<file path="src/rtl/mask_pixel_source.sv">
// Frame pixel source: fetches image pixels and mask bits from frame memory,
// applies the selected mask operation and buffers results in a small
// first-word-fall-through FIFO that the VGA driver drains one pixel per pix_rd.
module mask_pixel_source #(
  parameter int unsigned H_ACTIVE   = 640,
  parameter int unsigned V_ACTIVE   = 480,
  parameter int unsigned ADDR_W     = 19,
  parameter int unsigned FIFO_DEPTH = 16
) (
  input  logic              clk,
  input  logic              rst,
  input  logic              frame_start,
  input  logic [1:0]        mode,
  output logic              mem_en,
  output logic [ADDR_W-1:0] mem_addr,
  input  logic [11:0]       img_data,
  input  logic              mask_bit,
  input  logic              pix_rd,
  output logic [11:0]       pix_data,
  output logic              pix_valid,
  output logic              underflow,
  output logic              frame_done
);

  localparam int unsigned TOTAL = H_ACTIVE * V_ACTIVE;
  localparam int unsigned PTR_W = $clog2(FIFO_DEPTH);
  localparam int unsigned CNT_W = PTR_W + 1;
  localparam int unsigned POP_W = $clog2(TOTAL + 1);

  localparam logic [ADDR_W-1:0] LAST_ADDR = ADDR_W'(TOTAL - 1);
  localparam logic [POP_W-1:0]  LAST_POP  = POP_W'(TOTAL - 1);
  localparam logic [CNT_W-1:0]  DEPTH_C   = CNT_W'(FIFO_DEPTH);

  typedef enum logic [1:0] {StIdle, StFetch, StDone} state_e;

  state_e            state_q;
  logic [ADDR_W-1:0] addr_q;
  logic              inflight_q;
  logic [1:0]        mode_q;
  logic [11:0]       fifo_q [FIFO_DEPTH];
  logic [PTR_W-1:0]  wr_ptr_q;
  logic [PTR_W-1:0]  rd_ptr_q;
  logic [CNT_W-1:0]  count_q;
  logic [POP_W-1:0]  pop_cnt_q;
  logic              underflow_q;
  logic              frame_done_q;

  logic [11:0] masked;
  logic        do_pop;
  logic        do_write;

  // Credit rule: an outstanding read already owns a FIFO slot.
  always_comb begin
    mem_en   = (state_q == StFetch) && ((count_q + CNT_W'(inflight_q)) < DEPTH_C);
    mem_addr = addr_q;
    do_write = inflight_q;
    do_pop   = pix_rd && (count_q != '0);
  end

  // Mask operation on returning memory data.
  always_comb begin
    masked = img_data;
    case (mode_q)
      2'b00:   masked = img_data;
      2'b01:   masked = mask_bit ? img_data : 12'h000;
      2'b10:   masked = mask_bit ? img_data : ~img_data;
      default: masked = mask_bit ? img_data
                                 : {1'b0, img_data[11:9], 1'b0, img_data[7:5],
                                    1'b0, img_data[3:1]};
    endcase
  end

  // Fall-through head; reads as zero while empty.
  always_comb begin
    pix_valid  = (count_q != '0);
    pix_data   = pix_valid ? fifo_q[rd_ptr_q] : 12'h000;
    underflow  = underflow_q;
    frame_done = frame_done_q;
  end

  // FIFO storage; pointers decide what is live, so no reset is needed.
  always_ff @(posedge clk) begin
    if (do_write) begin
      fifo_q[wr_ptr_q] <= masked;
    end
  end

  // Fetch FSM, FIFO bookkeeping, pop counter and status flags.
  always_ff @(posedge clk) begin
    if (rst) begin
      state_q      <= StIdle;
      addr_q       <= '0;
      inflight_q   <= 1'b0;
      mode_q       <= 2'b00;
      wr_ptr_q     <= '0;
      rd_ptr_q     <= '0;
      count_q      <= '0;
      pop_cnt_q    <= '0;
      underflow_q  <= 1'b0;
      frame_done_q <= 1'b0;
    end else if (frame_start) begin
      // Restart: flush, and drop any read whose data is still returning.
      state_q      <= StFetch;
      addr_q       <= '0;
      inflight_q   <= 1'b0;
      mode_q       <= mode;
      wr_ptr_q     <= '0;
      rd_ptr_q     <= '0;
      count_q      <= '0;
      pop_cnt_q    <= '0;
      underflow_q  <= 1'b0;
      frame_done_q <= 1'b0;
    end else begin
      inflight_q <= mem_en;
      if (mem_en) begin
        if (addr_q == LAST_ADDR) begin
          state_q <= StDone;
        end else begin
          addr_q <= addr_q + ADDR_W'(1);
        end
      end
      if (do_write) begin
        wr_ptr_q <= wr_ptr_q + PTR_W'(1);
      end
      if (do_pop) begin
        rd_ptr_q  <= rd_ptr_q + PTR_W'(1);
        pop_cnt_q <= pop_cnt_q + POP_W'(1);
      end
      case ({do_write, do_pop})
        2'b10:   count_q <= count_q + CNT_W'(1);
        2'b01:   count_q <= count_q - CNT_W'(1);
        default: count_q <= count_q;
      endcase
      if (pix_rd && (count_q == '0)) begin
        underflow_q <= 1'b1;
      end
      frame_done_q <= do_pop && (pop_cnt_q == LAST_POP);
    end
  end

endmodule

</file>
<file path="config.mk">
export PLATFORM = sky130hd
export DESIGN_NAME = mask_pixel_source
export DESIGN_NICKNAME = d
export VERILOG_FILES = /design/src/rtl/mask_pixel_source.sv
export SDC_FILE = /design/constraint.sdc
export NUM_CORES = 1
export LEC_CHECK = 0
export CORE_MARGIN = 4
export CORE_UTILIZATION = 35
export CTS_CLUSTER_DIAMETER = 80
export DETAILED_ROUTE_END_ITERATION = 10
export PLACE_DENSITY = 0.47
export SLEW_MARGIN = 20
export SYNTH_ARGS = -nofsm -noshare
export SYNTH_HDL_FRONTEND = slang
export SYNTH_SLANG_ARGS = --single-unit
</file>
<file path="constraint.sdc">
create_clock -name clk -period 8.15 [get_ports clk]
set_input_delay 2.0375 -clock clk [delete_from_list [all_inputs] [get_ports clk]]
set_output_delay 2.0375 -clock clk [all_outputs]
set_load 0.02 [all_outputs]
</file>
After elaboration in Yosys (flattened, before gate mapping):

Memories as Yosys holds them, arrays and structs flattened. A register that Yosys moved wholly into a read port is not among the register bits.
Index checks and enable logic that the tools add are counted.
Widths: inputs -> output; s select.

* bits in registers: 58
* latch bits: 0
* RAM bits: 192
* ROM bits: 0
* input port bits: 19
* output and inout bits: 35
* logic and storage cells: 56
* memories kept: 1

Memory list
* fifo_q: words 16, bits a word 12, rd ports 1, clocked after memory_dff 1, wr ports 1, RTL line 40 `logic [11:0] fifo_q [FIFO_DEPTH];`

* $add $sub $neg: 7
* $mul: 0
* div/mod/pow operators: 0
* magnitude comparators: 1
* equality and inequality tests: 7
* shifts and indexed selects: 0
* muxes and demuxes: 13
* bitwise gates (word level): 2
* reduce and logical (&&, ||, !) cells: 14

Operators with widths (count)
* $mux 12: 4
* $add 19x1->19 const B: 2
* $eq 19x19->1 const B: 2
* $pmux 12 s3: 1
* $not 12->12: 1
* $pmux 5 s2: 1
* $add 4x1->4 const B: 2
* $mux 4: 2
* $eq 2x1->1 const B: 3
* $reduce_and 2->1: 3
* $reduce_bool 2->1: 3
* $add 5x1->5: 1
* $add 5x1->5 const B: 1
* $logic_not 5->1: 1
* $lt 5x5->1 const B: 1
* $mux 1: 5
* $reduce_bool 5->1: 1
* $sub 5x1->5 const B: 1
* $eq 2x2->1 const B: 2
* $logic_and 1x1->1: 4
* $logic_not 2->1: 1
* $reduce_or 2->1: 1
* $not 1->1: 1

Logic depth before layout (Yosys ltp):

* word-level depth: 5
* mapped depth: 12
* gate-level depth less buffers: 10

Least setup slack after synthesis:

OpenSTA, ideal clock, no wires.

* path type: register -> output
* start point: register with a tool-made name
* end point: output port pix_data[0]
* arrival: 2.117 ns
* data required time: 6.113 ns
* slack: 3.996 ns
* cell stages (with the launch flop): 6
* path buffers: 2
* cells stage by stage: dfxtp_1 buf_2 buf_2 mux4_2 mux4_2 and2_1

RTL lines
* to (decl): RTL line 19 `output logic [11:0] pix_data,`

==> out/summary.md <==
- 440 — Starting DRT DRC Count
- 0.765 — final weighted congestion of routability-driven global placement
- dfxtp_4 — standard cell with the maximum stage delay on the critical path
- 0 — endpoints failing setup
- 64 — std cell rows
- 212 nW/um^2 — power per unit of standard cell area
- 0 — yosys synthesis warning count
- 2 — CP bufs+invs
- mux4_2 — critical path's most frequent cell
- 6110 ps — Critical Path RT
- 12.9 ps — worst-case clock skew
- 2 — cell depth of the worst hold path
- 7 — Detailed Routing Iterations Pass 1
- 0 — number of slew-limit violations in the final report
- underflow$_SDFFE_PP0P_ — min-delay src
- 37.8 mm — wire length of the first global-routing pass
- 2.68 mW — overall power after layout
- 184 um — horizontal die dimension
- 6143 — vias
- 55 — maximum number of pins on one net before global-route repair
- flip-flop to primary output — worst setup path class
- 1111 — Placed Instances
- 14.3 mm — Detailed Place HPWL
- 735 — syn_nets
- 54 — I/O Pins
- 3.96 nW — Leakage Power
- yes — clock tree from TritonCTS
- 34000 um^2 — floorplan die area
- count_q[1]$_SDFFE_PP0P_ — R2R Path Start
- 7010 um^2 — area of all sequential standard cells
- 20.8 um — post-detailed-route wirelength per cell
- flip-flop — nature of the critical path startpoint
- 0 — Hold Buf Count CTS
- 27 — number of buffers created by CTS
- 254 — number of clock sinks
- 3050 ps — worst slack at placement
- edfxtp_1 — Most used DFF post-synth
- 1 — number of H-tree levels
- 24.2 mm — total wire length after detailed routing
- 25 — crit-path max FO
- flip-flop to flip-flop — Hold Crit Class
- 48 — Synth cell types
- 0 ps — Sum Neg Setup Slack
- 5280 ps — final period demand of the worst path
- primary output — capturing element type of the critical path
- no — setup repair after global routing missed its margin
- 184 um — die height
- buf_12 > mux4_2 > mux4_2 > and2_1 > clkdlybuf4s50_1 — sequence of cells on the critical path
- 11800 um^2 — dpl cell area
- 12700 um^2 — final standard cell area without fillers
- 10 — Worst Reg2Reg Path Length in Cells
- 60 ps — clock-pin slew of the registers on the worst-case setup and hold paths
- 3250 ps — Critical Path AT
- 0% — Synth async-reset ratio
- 693 — Syn Inst Count
- 30700 um^2 — core outline area
- 789 — final layout net count
- 0 — Gates resized, CTS repair
- 31.3% — max-slew headroom at the worst pin
- 3630 um^2 — combined area of the multi-input logic cells
- 189 MHz — Fmax
- 10900 um^2 — netlist area before placement
- 3 — Bufs on Longest Clock Path
- underflow$_SDFFE_PP0P_ — worst hold endpoint
- 16.7% — share of layout cells above drive strength 1
- 1164 — count of placed standard cells in the final layout, fillers left out
- 1030 ps — slew at the pin closest to its max-slew limit
- 14.4% — overall fraction of global-route tracks in use
- 530 ps — clock latency reported for the late side of the worst-skew pair
- 2870 ps — post-layout worst setup margin
- count_q[4]$_SDFFE_PP0P_ — reg2reg end
- 0 — Detail Route Antenna Nets
- clkbuf_16 — buffer type at the clock tree root
- 1 — number of antenna violations at the first check in global routing
- 4970 ps — r2r setup slk
- multiplexers — Top delay family on crit path
- 6379 — number of global-route vias before repair
- finished, final reports clean — result of the run
- 0 — total of max-cap violations
- 64.8% — final worst-path cycle share
- 5.28 — via density per instance
- 0 — final hold vios
- 2758 — filler cell count in the final layout
- 16.4% — growth of design area from synthesis to finish
- 0 — overflow left after global routing
- 0 — diodes inserted
- 690 ps — Slowest Stage Delay on Critical Path
- 35.5% — Initial Utilization
- 53 — number of buffers added on ports
- 254 — total of flip-flops plus latches after synthesis
- 192 — number of enable flip-flop cells after synthesis
- 0 — Post-CTS Repair Setup Buffers
- 137 uV — Worst VDD drop
- 64.4% — sequential cell area fraction in the yosys report
- 0 — final routed DRC violation total
- 15.7 um^2 — average cell area after synthesis
## metal layers
layer | GRT usage [%] | wire length (um) | vias up
met4 | 3.02 | 363 | 0
li1 | - | - | 2806
met5 | 0 | 0 | -
met3 | 2.13 | 1190 | 29
met1 | 21.1 | 11400 | 3155
met2 | 23.2 | 11300 | 153
## tightest hold or removal path, stage by stage, from the launching register on
cell and delay (ps):
dfxtp_1 320, a21oi_1 40, nor2_1 70
## worst max path at each step
stage               from                      to  slack, ps  cells past startpoint
3_5_place_dp    mask_bit  fifo_q[1][7]$_DFFE_PP_       3050                      5
3_3_place_gp   flip-flop             pix_data[1]       3170                      4
4_1_cts        flip-flop             pix_data[1]       2590                      4
5_1_grt        flip-flop             pix_data[6]       2670                      5
2_1_floorplan  flip-flop             pix_data[0]       4000                      5
6_report       flip-flop             pix_data[6]       2870                      5
## cells in the mapped netlist, types with 2 or more instances
master / number / area (um^2)
dfxtp_1: 62 / 1240
nor2_1: 43 / 161
buf_4: 3 / 22.5
nor4_1: 3 / 18.8
a21oi_1: 22 / 110
and4_1: 6 / 52.6
buf_1: 4 / 15.0
and2_1: 30 / 188
or3_1: 9 / 56.3
and3_1: 6 / 37.5
mux2_2: 9 / 101
clkbuf_1: 21 / 78.8
or4_1: 9 / 67.6
xor2_1: 8 / 70.1
buf_2: 5 / 25.0
a211oi_1: 4 / 30.0
nor3b_1: 4 / 30.0
nor3_1: 12 / 60.1
xnor2_1: 23 / 201
edfxtp_1: 192 / 5770
nand2b_1: 3 / 18.8
a2111oi_0: 2 / 17.5
o21ai_0: 12 / 60.1
inv_1: 25 / 93.8
nand2_1: 26 / 97.6
ha_1: 23 / 288
mux4_2: 69 / 1550
mux2i_1: 9 / 90.1
nand4_1: 10 / 62.6
nand3_1: 13 / 65.1
o31ai_1: 9 / 67.6
## cell usage in the layout (no fill, tap or decap), types with 8 or more instances in the layout
cell type	count
clkbuf_16	27
nor3_1	12
clkinv_2	8
xor2_1	8
mux2i_1	9
nor2_1	43
nand4_1	10
clkbuf_1	8
or3_1	9
edfxtp_1	192
or4_1	9
a21oi_1	22
inv_1	25
clkdlybuf4s50_1	53
mux4_2	69
ha_1	23
xnor2_1	23
nand3_1	13
o21ai_0	11
mux2_2	9
nand2_1	26
and2_1	30
dfxtp_1	59
o31ai_1	9
## power by group
group / internal, mW / leakage, nW / switching (mW)
logic: 0.0401 / 1.32 / 0.0639
clock network: 0.673 / 0.413 / 0.488
registers: 1.41 / 2.23 / 0.00594
total: 2.13 / 3.96 / 0.558
## cell type report
cell class	count	area share [%]
well taps	396	3.91
clock buffers	35	5.57
repair buffers	59	4.78
flip-flops and latches	254	55.4
multi-input cells	380	28.7
clock inverters	15	0.978
inverters	25	0.741
## sequential cells by signal, summed over array words and instances, names as in the netlist, named ones only
name        count
count_q         5
do_write        1
fifo_q        192
frame_done      1
mem_addr       19
mode_q          2
pop_cnt_q      19
rd_ptr_q        4
state_q         2
underflow       1
wr_ptr_q        4
## metrics by stage
stage          hold WS (ps)  utilization (%)
2_1_floorplan           451                -
3_3_place_gp            460             38.4
3_5_place_dp            467             38.4
4_1_cts                 480             41.1
5_1_grt                 527             41.3
6_report                470             41.3
## cells by family (layout without fill, tap and decap cells)
| kind of cell | after synthesis | in the layout | synth area share (%) |
|---|---|---|---|
| and+or+nand+nor | 179 | 179 | 8.80 |
| muxes | 87 | 87 | 16.0 |
| adders and majority gates | 23 | 23 | 2.64 |
| DFF | 254 | 254 | 64.4 |
| buffers and inverters | 59 | 134 | 2.26 |
| AOI/OAI and AO/OA | 60 | 60 | 3.39 |
| xor gates and xnor gates | 31 | 31 | 2.49 |
(Power assumes the default switching activity.)
